[src/rtl/lsu_pipe_if.sv]
// rtl/lsu_pipe_if.sv - bypass packet type and data-memory request/acknowledge bus
package lsu_pipe_pkg;
  typedef struct packed {
    logic        gpr_we;
    logic [4:0]  gpr_waddr;
    logic [31:0] gpr_wdata;
    logic        fpr_we;
    logic [4:0]  fpr_waddr;
    logic [31:0] fpr_wdata;
    logic        need_load;
  } bypass_t;
endpackage

interface lsu_pipe_if;
  logic        mem_req;
  logic        mem_we;
  logic [31:0] mem_addr;
  logic [3:0]  mem_be;
  logic [31:0] mem_wdata;
  logic        mem_ack;
  logic [31:0] mem_rdata;

  modport master (output mem_req, mem_we, mem_addr, mem_be, mem_wdata,
                  input  mem_ack, mem_rdata);
  modport slave  (input  mem_req, mem_we, mem_addr, mem_be, mem_wdata,
                  output mem_ack, mem_rdata);
endinterface

[src/rtl/lsu_pipe.sv]
// rtl/lsu_pipe.sv - EX->MEM->WB slice with data-memory handshake and bypass packets
module lsu_pipe
  import lsu_pipe_pkg::*;
(
  input  logic        clk,
  input  logic        rst,
  input  logic        ex_valid,
  output logic        ex_ready,
  input  logic        flush,
  input  logic        ex_gpr_we,
  input  logic        ex_fpr_we,
  input  logic [4:0]  ex_gpr_waddr,
  input  logic [4:0]  ex_fpr_waddr,
  input  logic [31:0] ex_result,
  input  logic        ex_is_load,
  input  logic        ex_is_store,
  input  logic [1:0]  ex_ls_size,
  input  logic        ex_ls_unsigned,
  input  logic [31:0] ex_store_data,
  output bypass_t     exu_bypass,
  output bypass_t     lsu_bypass,
  lsu_pipe_if.master  mem,
  output logic        wb_gpr_we,
  output logic        wb_fpr_we,
  output logic [4:0]  wb_gpr_waddr,
  output logic [4:0]  wb_fpr_waddr,
  output logic [31:0] wb_wdata
);

  typedef enum logic [1:0] {S_EMPTY, S_ALU, S_REQ, S_DONE} state_t;

  state_t      state;
  logic        s_gpr_we, s_fpr_we, s_load, s_store, s_uns;
  logic [4:0]  s_gpr_waddr, s_fpr_waddr;
  logic [1:0]  s_size;
  logic [31:0] s_addr, s_sdata, s_wdata;

  logic        accept, ex_live, slot_live;
  logic [3:0]  be;
  logic [31:0] lane_wdata, load_data;
  logic [7:0]  rbyte;
  logic [15:0] rhalf;

  assign ex_ready  = (state != S_REQ);
  assign ex_live   = ex_valid & ~flush;
  assign accept    = ex_live & ex_ready;
  assign slot_live = (state != S_EMPTY) & ~s_store;

  always_comb begin
    exu_bypass.gpr_we    = ex_live & ex_gpr_we;
    exu_bypass.gpr_waddr = ex_gpr_waddr;
    exu_bypass.gpr_wdata = ex_result;
    exu_bypass.fpr_we    = ex_live & ex_fpr_we;
    exu_bypass.fpr_waddr = ex_fpr_waddr;
    exu_bypass.fpr_wdata = ex_result;
    exu_bypass.need_load = ex_live & ex_is_load;

    lsu_bypass.gpr_we    = slot_live & s_gpr_we;
    lsu_bypass.gpr_waddr = s_gpr_waddr;
    lsu_bypass.gpr_wdata = s_wdata;
    lsu_bypass.fpr_we    = slot_live & s_fpr_we;
    lsu_bypass.fpr_waddr = s_fpr_waddr;
    lsu_bypass.fpr_wdata = s_wdata;
    lsu_bypass.need_load = (state == S_REQ) & s_load;
  end

  // Byte-lane steering; address bits below the access size are ignored.
  always_comb begin
    be         = 4'b1111;
    lane_wdata = s_sdata;
    case (s_size)
      2'd0: begin
        be         = 4'b0001 << s_addr[1:0];
        lane_wdata = {4{s_sdata[7:0]}};
      end
      2'd1: begin
        be         = 4'b0011 << {s_addr[1], 1'b0};
        lane_wdata = {2{s_sdata[15:0]}};
      end
      default: ;
    endcase
  end

  always_comb begin
    rbyte     = mem.mem_rdata[{s_addr[1:0], 3'b000} +: 8];
    rhalf     = mem.mem_rdata[{s_addr[1], 4'b0000} +: 16];
    load_data = mem.mem_rdata;
    case (s_size)
      2'd0:    load_data = {{24{rbyte[7] & ~s_uns}}, rbyte};
      2'd1:    load_data = {{16{rhalf[15] & ~s_uns}}, rhalf};
      default: ;
    endcase
  end

  assign mem.mem_req   = (state == S_REQ);
  assign mem.mem_we    = s_store;
  assign mem.mem_addr  = s_addr;
  assign mem.mem_be    = be;
  assign mem.mem_wdata = lane_wdata;

  always_ff @(posedge clk or posedge rst) begin
    if (rst) begin
      state        <= S_EMPTY;
      s_gpr_we     <= 1'b0;
      s_fpr_we     <= 1'b0;
      s_load       <= 1'b0;
      s_store      <= 1'b0;
      s_uns        <= 1'b0;
      s_gpr_waddr  <= '0;
      s_fpr_waddr  <= '0;
      s_size       <= '0;
      s_addr       <= '0;
      s_sdata      <= '0;
      s_wdata      <= '0;
      wb_gpr_we    <= 1'b0;
      wb_fpr_we    <= 1'b0;
      wb_gpr_waddr <= '0;
      wb_fpr_waddr <= '0;
      wb_wdata     <= '0;
    end else begin
      wb_gpr_we <= 1'b0;
      wb_fpr_we <= 1'b0;
      if (state == S_ALU || state == S_DONE) begin
        wb_gpr_we    <= s_gpr_we;
        wb_fpr_we    <= s_fpr_we;
        wb_gpr_waddr <= s_gpr_waddr;
        wb_fpr_waddr <= s_fpr_waddr;
        wb_wdata     <= s_wdata;
      end

      case (state)
        S_REQ: begin
          if (mem.mem_ack) begin
            if (s_load) begin
              s_wdata <= load_data;
              state   <= S_DONE;
            end else begin
              state   <= S_EMPTY;
            end
          end
        end
        default: begin
          if (accept) begin
            s_gpr_we    <= ex_gpr_we;
            s_fpr_we    <= ex_fpr_we;
            s_gpr_waddr <= ex_gpr_waddr;
            s_fpr_waddr <= ex_fpr_waddr;
            s_load      <= ex_is_load;
            s_store     <= ex_is_store;
            s_size      <= ex_ls_size;
            s_uns       <= ex_ls_unsigned;
            s_addr      <= ex_result;
            s_sdata     <= ex_store_data;
            s_wdata     <= ex_result;
            state       <= (ex_is_load | ex_is_store) ? S_REQ : S_ALU;
          end else begin
            state <= S_EMPTY;
          end
        end
      endcase
    end
  end

endmodule

[src/flat_wrapper.sv]
// flat-port wrapper written by rule: the top's interface ports become plain ports
module lsu_pipe_flat import lsu_pipe_pkg::*;
  (clk, rst, ex_valid, ex_ready, flush, ex_gpr_we, ex_fpr_we, ex_gpr_waddr, ex_fpr_waddr, ex_result, ex_is_load, ex_is_store, ex_ls_size, ex_ls_unsigned, ex_store_data, exu_bypass, lsu_bypass, wb_gpr_we, wb_fpr_we, wb_gpr_waddr, wb_fpr_waddr, wb_wdata, mem_mem_req, mem_mem_we, mem_mem_addr, mem_mem_be, mem_mem_wdata, mem_mem_ack, mem_mem_rdata);
  lsu_pipe_if mem_i ();
  input  logic clk;
  input  logic rst;
  input  logic ex_valid;
  output logic ex_ready;
  input  logic flush;
  input  logic ex_gpr_we;
  input  logic ex_fpr_we;
  input  logic [4:0] ex_gpr_waddr;
  input  logic [4:0] ex_fpr_waddr;
  input  logic [31:0] ex_result;
  input  logic ex_is_load;
  input  logic ex_is_store;
  input  logic [1:0] ex_ls_size;
  input  logic ex_ls_unsigned;
  input  logic [31:0] ex_store_data;
  output bypass_t exu_bypass;
  output bypass_t lsu_bypass;
  output logic wb_gpr_we;
  output logic wb_fpr_we;
  output logic [4:0] wb_gpr_waddr;
  output logic [4:0] wb_fpr_waddr;
  output logic [31:0] wb_wdata;
  output wire logic [$bits(mem_i.mem_req)-1:0] mem_mem_req;
  output wire logic [$bits(mem_i.mem_we)-1:0] mem_mem_we;
  output wire logic [$bits(mem_i.mem_addr)-1:0] mem_mem_addr;
  output wire logic [$bits(mem_i.mem_be)-1:0] mem_mem_be;
  output wire logic [$bits(mem_i.mem_wdata)-1:0] mem_mem_wdata;
  input wire logic [$bits(mem_i.mem_ack)-1:0] mem_mem_ack;
  input wire logic [$bits(mem_i.mem_rdata)-1:0] mem_mem_rdata;
  assign mem_mem_req = mem_i.mem_req;
  assign mem_mem_we = mem_i.mem_we;
  assign mem_mem_addr = mem_i.mem_addr;
  assign mem_mem_be = mem_i.mem_be;
  assign mem_mem_wdata = mem_i.mem_wdata;
  assign mem_i.mem_ack = mem_mem_ack;
  assign mem_i.mem_rdata = mem_mem_rdata;
  lsu_pipe u_core (.clk(clk), .rst(rst), .ex_valid(ex_valid), .ex_ready(ex_ready), .flush(flush), .ex_gpr_we(ex_gpr_we), .ex_fpr_we(ex_fpr_we), .ex_gpr_waddr(ex_gpr_waddr), .ex_fpr_waddr(ex_fpr_waddr), .ex_result(ex_result), .ex_is_load(ex_is_load), .ex_is_store(ex_is_store), .ex_ls_size(ex_ls_size), .ex_ls_unsigned(ex_ls_unsigned), .ex_store_data(ex_store_data), .exu_bypass(exu_bypass), .lsu_bypass(lsu_bypass), .mem(mem_i), .wb_gpr_we(wb_gpr_we), .wb_fpr_we(wb_fpr_we), .wb_gpr_waddr(wb_gpr_waddr), .wb_fpr_waddr(wb_fpr_waddr), .wb_wdata(wb_wdata));
endmodule
[config.mk]
export PLATFORM = sky130hd
export DESIGN_NAME = lsu_pipe_flat
export DESIGN_NICKNAME = d
export VERILOG_FILES = /design/src/rtl/lsu_pipe_if.sv /design/src/rtl/lsu_pipe.sv /design/src/flat_wrapper.sv
export SDC_FILE = /design/constraint.sdc
export NUM_CORES = 1
export LEC_CHECK = 0
export BUFFER_PORTS_ARGS = -buffer_cell sky130_fd_sc_hd__buf_2
export CORE_AREA = 2 2 150 152
export CTS_CLUSTER_SIZE = 25
export DETAILED_ROUTE_END_ITERATION = 8
export DIE_AREA = 0 0 152 154
export GPL_TIMING_DRIVEN = 1
export PLACE_DENSITY = 0.71
export SLEW_MARGIN = 0
export SYNTH_ARGS = -nofsm -noshare
export SYNTH_HDL_FRONTEND = slang
export SYNTH_SLANG_ARGS = --single-unit
[constraint.sdc]
create_clock -name clk -period 5.7 [get_ports clk]
set_input_delay 1.425 -clock clk [delete_from_list [all_inputs] [get_ports clk]]
set_output_delay 1.425 -clock clk [all_outputs]
set_load 0.01 [all_outputs]
==> flow_summary_export.csv <==
group,metric,value,unit
run_status,result_of_the_run,"complete, no violations",
power_and_ir_drop,clockPowerShare,0.223,
clock_tree,number_of_cts_inserted_buffers,17,
worst_hold_path,hold_path.class,"reg2reg",
floorplan,initial_utilization,0.367,
sta,finClkSkew,0.0126,ns
placement,placed_area,0.00927,mm^2
final_layout,synthToLayoutAreaGrowth,23.7,%
final_layout,design_area_final,0.00985,mm^2
final_layout,diodes,0,
run,max-cap-violations,0,
logic_synthesis,post_synthesis_simple_gate_area_fraction,0.170,
logic_synthesis,synth_compound_area_frac,0.0852,
critical_path,timing.critical_path.fanout_max,13,
sta,finalSetupViolations,0,
sta,finalHoldWorstSlack,0.472,ns
sta,min_period_over_period,0.627,
sta,tightestPinTransition,0.940,ns
clock_tree,cts_tree,"done",
grt,grt_pass1_wl,38500,um
clock_tree,clockRootBuffer,"sky130_fd_sc_hd__clkbuf_16",
grt,antenna_found_initial,0,
grt,grt_util_all_layers,0.213,
placement,port_buffers,386,
sta,finalMaxSlewViolations,0,
sta,grt_setup_unrepaired,"false",
clock_tree,clkSinkCount,159,
drt,dr.first_iter.drc_count,409,
power_and_ir_drop,pwr-share-comb,0.397,
final_layout,post_route_cells_drive_above_1_share,0.455,
placement,dp_hpwl,18400,um
clock_tree,post_cts_resize_count,0,
logic_synthesis,synth.cell_area,0.00796,mm^2
clock_tree,worst_skew_pair.late_latency,0.43,ns
critical_path,timing.critical_path.from_type,"flop",
drt,firstDrtPassIters,5,
grt,number_of_global_route_vias_before_repair,6545,
critical_path,worstSetupPathType,"reg2out",
logic_synthesis,ys.flop_type,"sky130_fd_sc_hd__dfrtp_1",
floorplan,die_area,0.0234,mm^2
floorplan,io_pins,387,
drt,met1Wirelength,10400,um
logic_synthesis,synth.most_common_cell,"sky130_fd_sc_hd__nand2_1",
critical_path,arrival_worst_endpoint,2.15,ns
logic_synthesis,async_flop_share,1.00,
logic_synthesis,largest_family_of_logic_cells_by_synthesized_area,"simple AND/OR/NAND/NOR gates",
drt,finalWirelength,25200,um
sta,fmax,0.280,GHz
logic_synthesis,post_syn_nets,953,
drt,detail-route-antenna-nets,0,
logic_synthesis,synth_cells,835,
logic_synthesis,number_of_enable_flip_flop_cells_after_synthesis,0,
drt,top_layer,"met4",
clock_tree,cts_max_level,4,
grt,grt_start_max_net_pins,80,
drt,routed-wl-met2,12900,um
floorplan,placeableCoreArea,0.0217,mm^2
drt,viasPerCell,4.91,
power_and_ir_drop,powerDensity,515,mW/mm^2
critical_path,crit_chain,"buf_4 > nor2b_1 > o21bai_1 > buf_2",
power_and_ir_drop,power.net_switching,2.00,mW
critical_path,setup.worst_path.end_class,"output pin",
logic_synthesis,post_synth_most_frequent_cells,"sky130_fd_sc_hd__nand2_1, sky130_fd_sc_hd__dfrtp_1, sky130_fd_sc_hd__buf_4",
clock_tree,ctsLongestPathBuffers,2,
power_and_ir_drop,switching_share,0.395,
logic_synthesis,post_synthesis_share_of_cell_area_spent_on_full_adders_half_adders_and_majority_gates,0,
placement,finalWeightedCongestion,0.812,
logic_synthesis,synth_top_area_share,0.500,
logic_synthesis,synth_mux_area_frac,0.105,
critical_path,slowest_delay,0.59,ns
critical_path,slowest_cell_on_the_critical_path,"sky130_fd_sc_hd__nor2b_1",
logic_synthesis,post_synth_num_cell_types,41,
drt,drc,0,
clock_tree,post-cts-setup-buffers,0,
critical_path,required,4.28,ns
sta,layout_min_cycle_time,3.57,ns
power_and_ir_drop,cellInternalPower,3.07,mW
drt,routedWlPerCell,18.3,um
drt,route.vias.total,6782,
sta,timing.final.hold_violations,0,
sta,tns,0,ns
logic_synthesis,syn_area_per_cell,9.54,um^2
logic_synthesis,seq_area_frac_synth,0.500,
clock_tree,clkTransAtPathRegs,0.06,ns
drt,detailroute.wirelength.met3,1540,um
logic_synthesis,synth_seq_cells,159,
logic_synthesis,yosysTopAreaCell,"sky130_fd_sc_hd__dfrtp_1",
final_layout,final_net_count,1205,
logic_synthesis,synth-xor-area-share,0,
floorplan,placement_rows,54,
power_and_ir_drop,leakage,5.16,nW
clock_tree,cts_hold_buffers,0,
grt,grt_overflow_total,0,
power_and_ir_drop,seqPwrFrac,0.380,
logic_synthesis,synthTopCellsByArea,"sky130_fd_sc_hd__dfrtp_1, sky130_fd_sc_hd__nand2_1, sky130_fd_sc_hd__buf_4, sky130_fd_sc_hd__mux2_2, sky130_fd_sc_hd__a211oi_1",
floorplan,die_x,152,um
power_and_ir_drop,power.ir.vdd_worst,195,uV
sta,timing.max_slew.rel_slack,0.371,
logic_synthesis,ys_warn_count,0,
floorplan,fp.dieH,154,um
path summary, 6_finish.rpt:
check,from,to,slack [ns],cells after the start
setup / recovery,u_core.s_size[0],mem_mem_be[0],2.13,4
hold / removal,u_core.mem.mem_addr[18],u_core.mem.mem_addr[18],0.47,2
setup reg to reg,u_core.state[1],u_core.s_wdata[15],3.06,6
hold reg to reg,u_core.mem.mem_addr[18],u_core.mem.mem_addr[18],0.47,2
max in group asynchronous,rst,u_core.s_wdata[9],3.56,3
min in group asynchronous,rst,u_core.s_fpr_we,0.94,2
cells in the final DEF (no fill, tap or decap), types with 3 or more instances in the layout:
cell type,count
sky130_fd_sc_hd__nand2_1,259
sky130_fd_sc_hd__clkbuf_16,17
sky130_fd_sc_hd__o32ai_1,3
sky130_fd_sc_hd__clkinvlp_4,3
sky130_fd_sc_hd__a22oi_1,11
sky130_fd_sc_hd__mux2i_1,15
sky130_fd_sc_hd__o221a_2,3
sky130_fd_sc_hd__inv_1,9
sky130_fd_sc_hd__o2bb2ai_1,8
sky130_fd_sc_hd__inv_8,4
sky130_fd_sc_hd__nand2b_1,3
sky130_fd_sc_hd__o21bai_1,5
sky130_fd_sc_hd__nor2_1,29
sky130_fd_sc_hd__a21oi_1,5
sky130_fd_sc_hd__nor3_1,24
sky130_fd_sc_hd__o21ai_0,21
sky130_fd_sc_hd__buf_4,7
sky130_fd_sc_hd__inv_6,4
sky130_fd_sc_hd__a211oi_1,26
sky130_fd_sc_hd__dfrtp_1,157
sky130_fd_sc_hd__buf_2,386
sky130_fd_sc_hd__mux2_2,61
sky130_fd_sc_hd__and2_1,6
sky130_fd_sc_hd__nor2b_1,4
registers in the layout, indices dropped and copies added (netlist names):
register and flops:
u_core.mem.mem_addr 32, u_core.mem.mem_we 1, u_core.s_fpr_waddr 5, u_core.s_fpr_we 1
u_core.s_gpr_waddr 5, u_core.s_gpr_we 1, u_core.s_load 1, u_core.s_sdata 32
u_core.s_size 2, u_core.s_uns 1, u_core.s_wdata 32, u_core.state 2
u_core.wb_fpr_waddr 5, u_core.wb_fpr_we 1, u_core.wb_gpr_waddr 5, u_core.wb_gpr_we 1
u_core.wb_wdata 32
worst max-delay path, delay by kind of cell, from the launching register on:
family                 cells  cell delay (ns)
AO/OA/AOI/OAI              1             0.23
AND/OR/NAND/NOR            1             0.59
buffers and inverters      2             0.45
flip-flops                 1             0.45
metrics by stage:
stage | total power, mW | std cells | worst slack (ns) | util
5_1_grt | 5.40 | 1380 | 2.01 | 0.454
3_5_place_dp | 3.99 | 1348 | 2.10 | 0.427
3_3_place_gp | 3.94 | 1348 | 2.13 | 0.427
4_1_cts | 5.14 | 1380 | 2.13 | 0.454
6_report | 5.07 | 1380 | 2.13 | 0.454
2_1_floorplan | 3.22 | 835 | 2.26 | -
power by group through the flow:
stage          logic, mW  registers, mW  clock network [mW]
2_1_floorplan       1.19           2.03                   0
3_3_place_gp        2.01           1.94                   0
3_5_place_dp        2.04           1.95                   0
4_1_cts             2.05           1.93                1.16
5_1_grt             2.20           2.00                1.20
6_report            2.01           1.93                1.13
area by class of cell:
class | instances | area [um^2]
Timing Repair Buffer | 394 | 2000
Clock buffer | 18 | 429
Inverter | 10 | 41.3
Sequential cell | 159 | 3980
Multi-Input combinational cell | 505 | 2890
Fill cell | 2120 | 11800
Tap cell | 280 | 350
Clock inverter | 14 | 148
layer usage:
layer | track usage | vias up
met4 | 0.0574 | 0
met2 | 0.380 | 288
met1 | 0.261 | 3320
li1 | - | 3153
met5 | 0 | -
met3 | 0.0440 | 21
cell families after synthesis:
kind of cell / Yosys count
multiplexers: 76
flip-flops: 159
AND/OR/NAND/NOR: 335
AO/OA/AOI/OAI: 94
buffers and inverters: 171
Note: power is estimated with default switching activity, not from simulation.
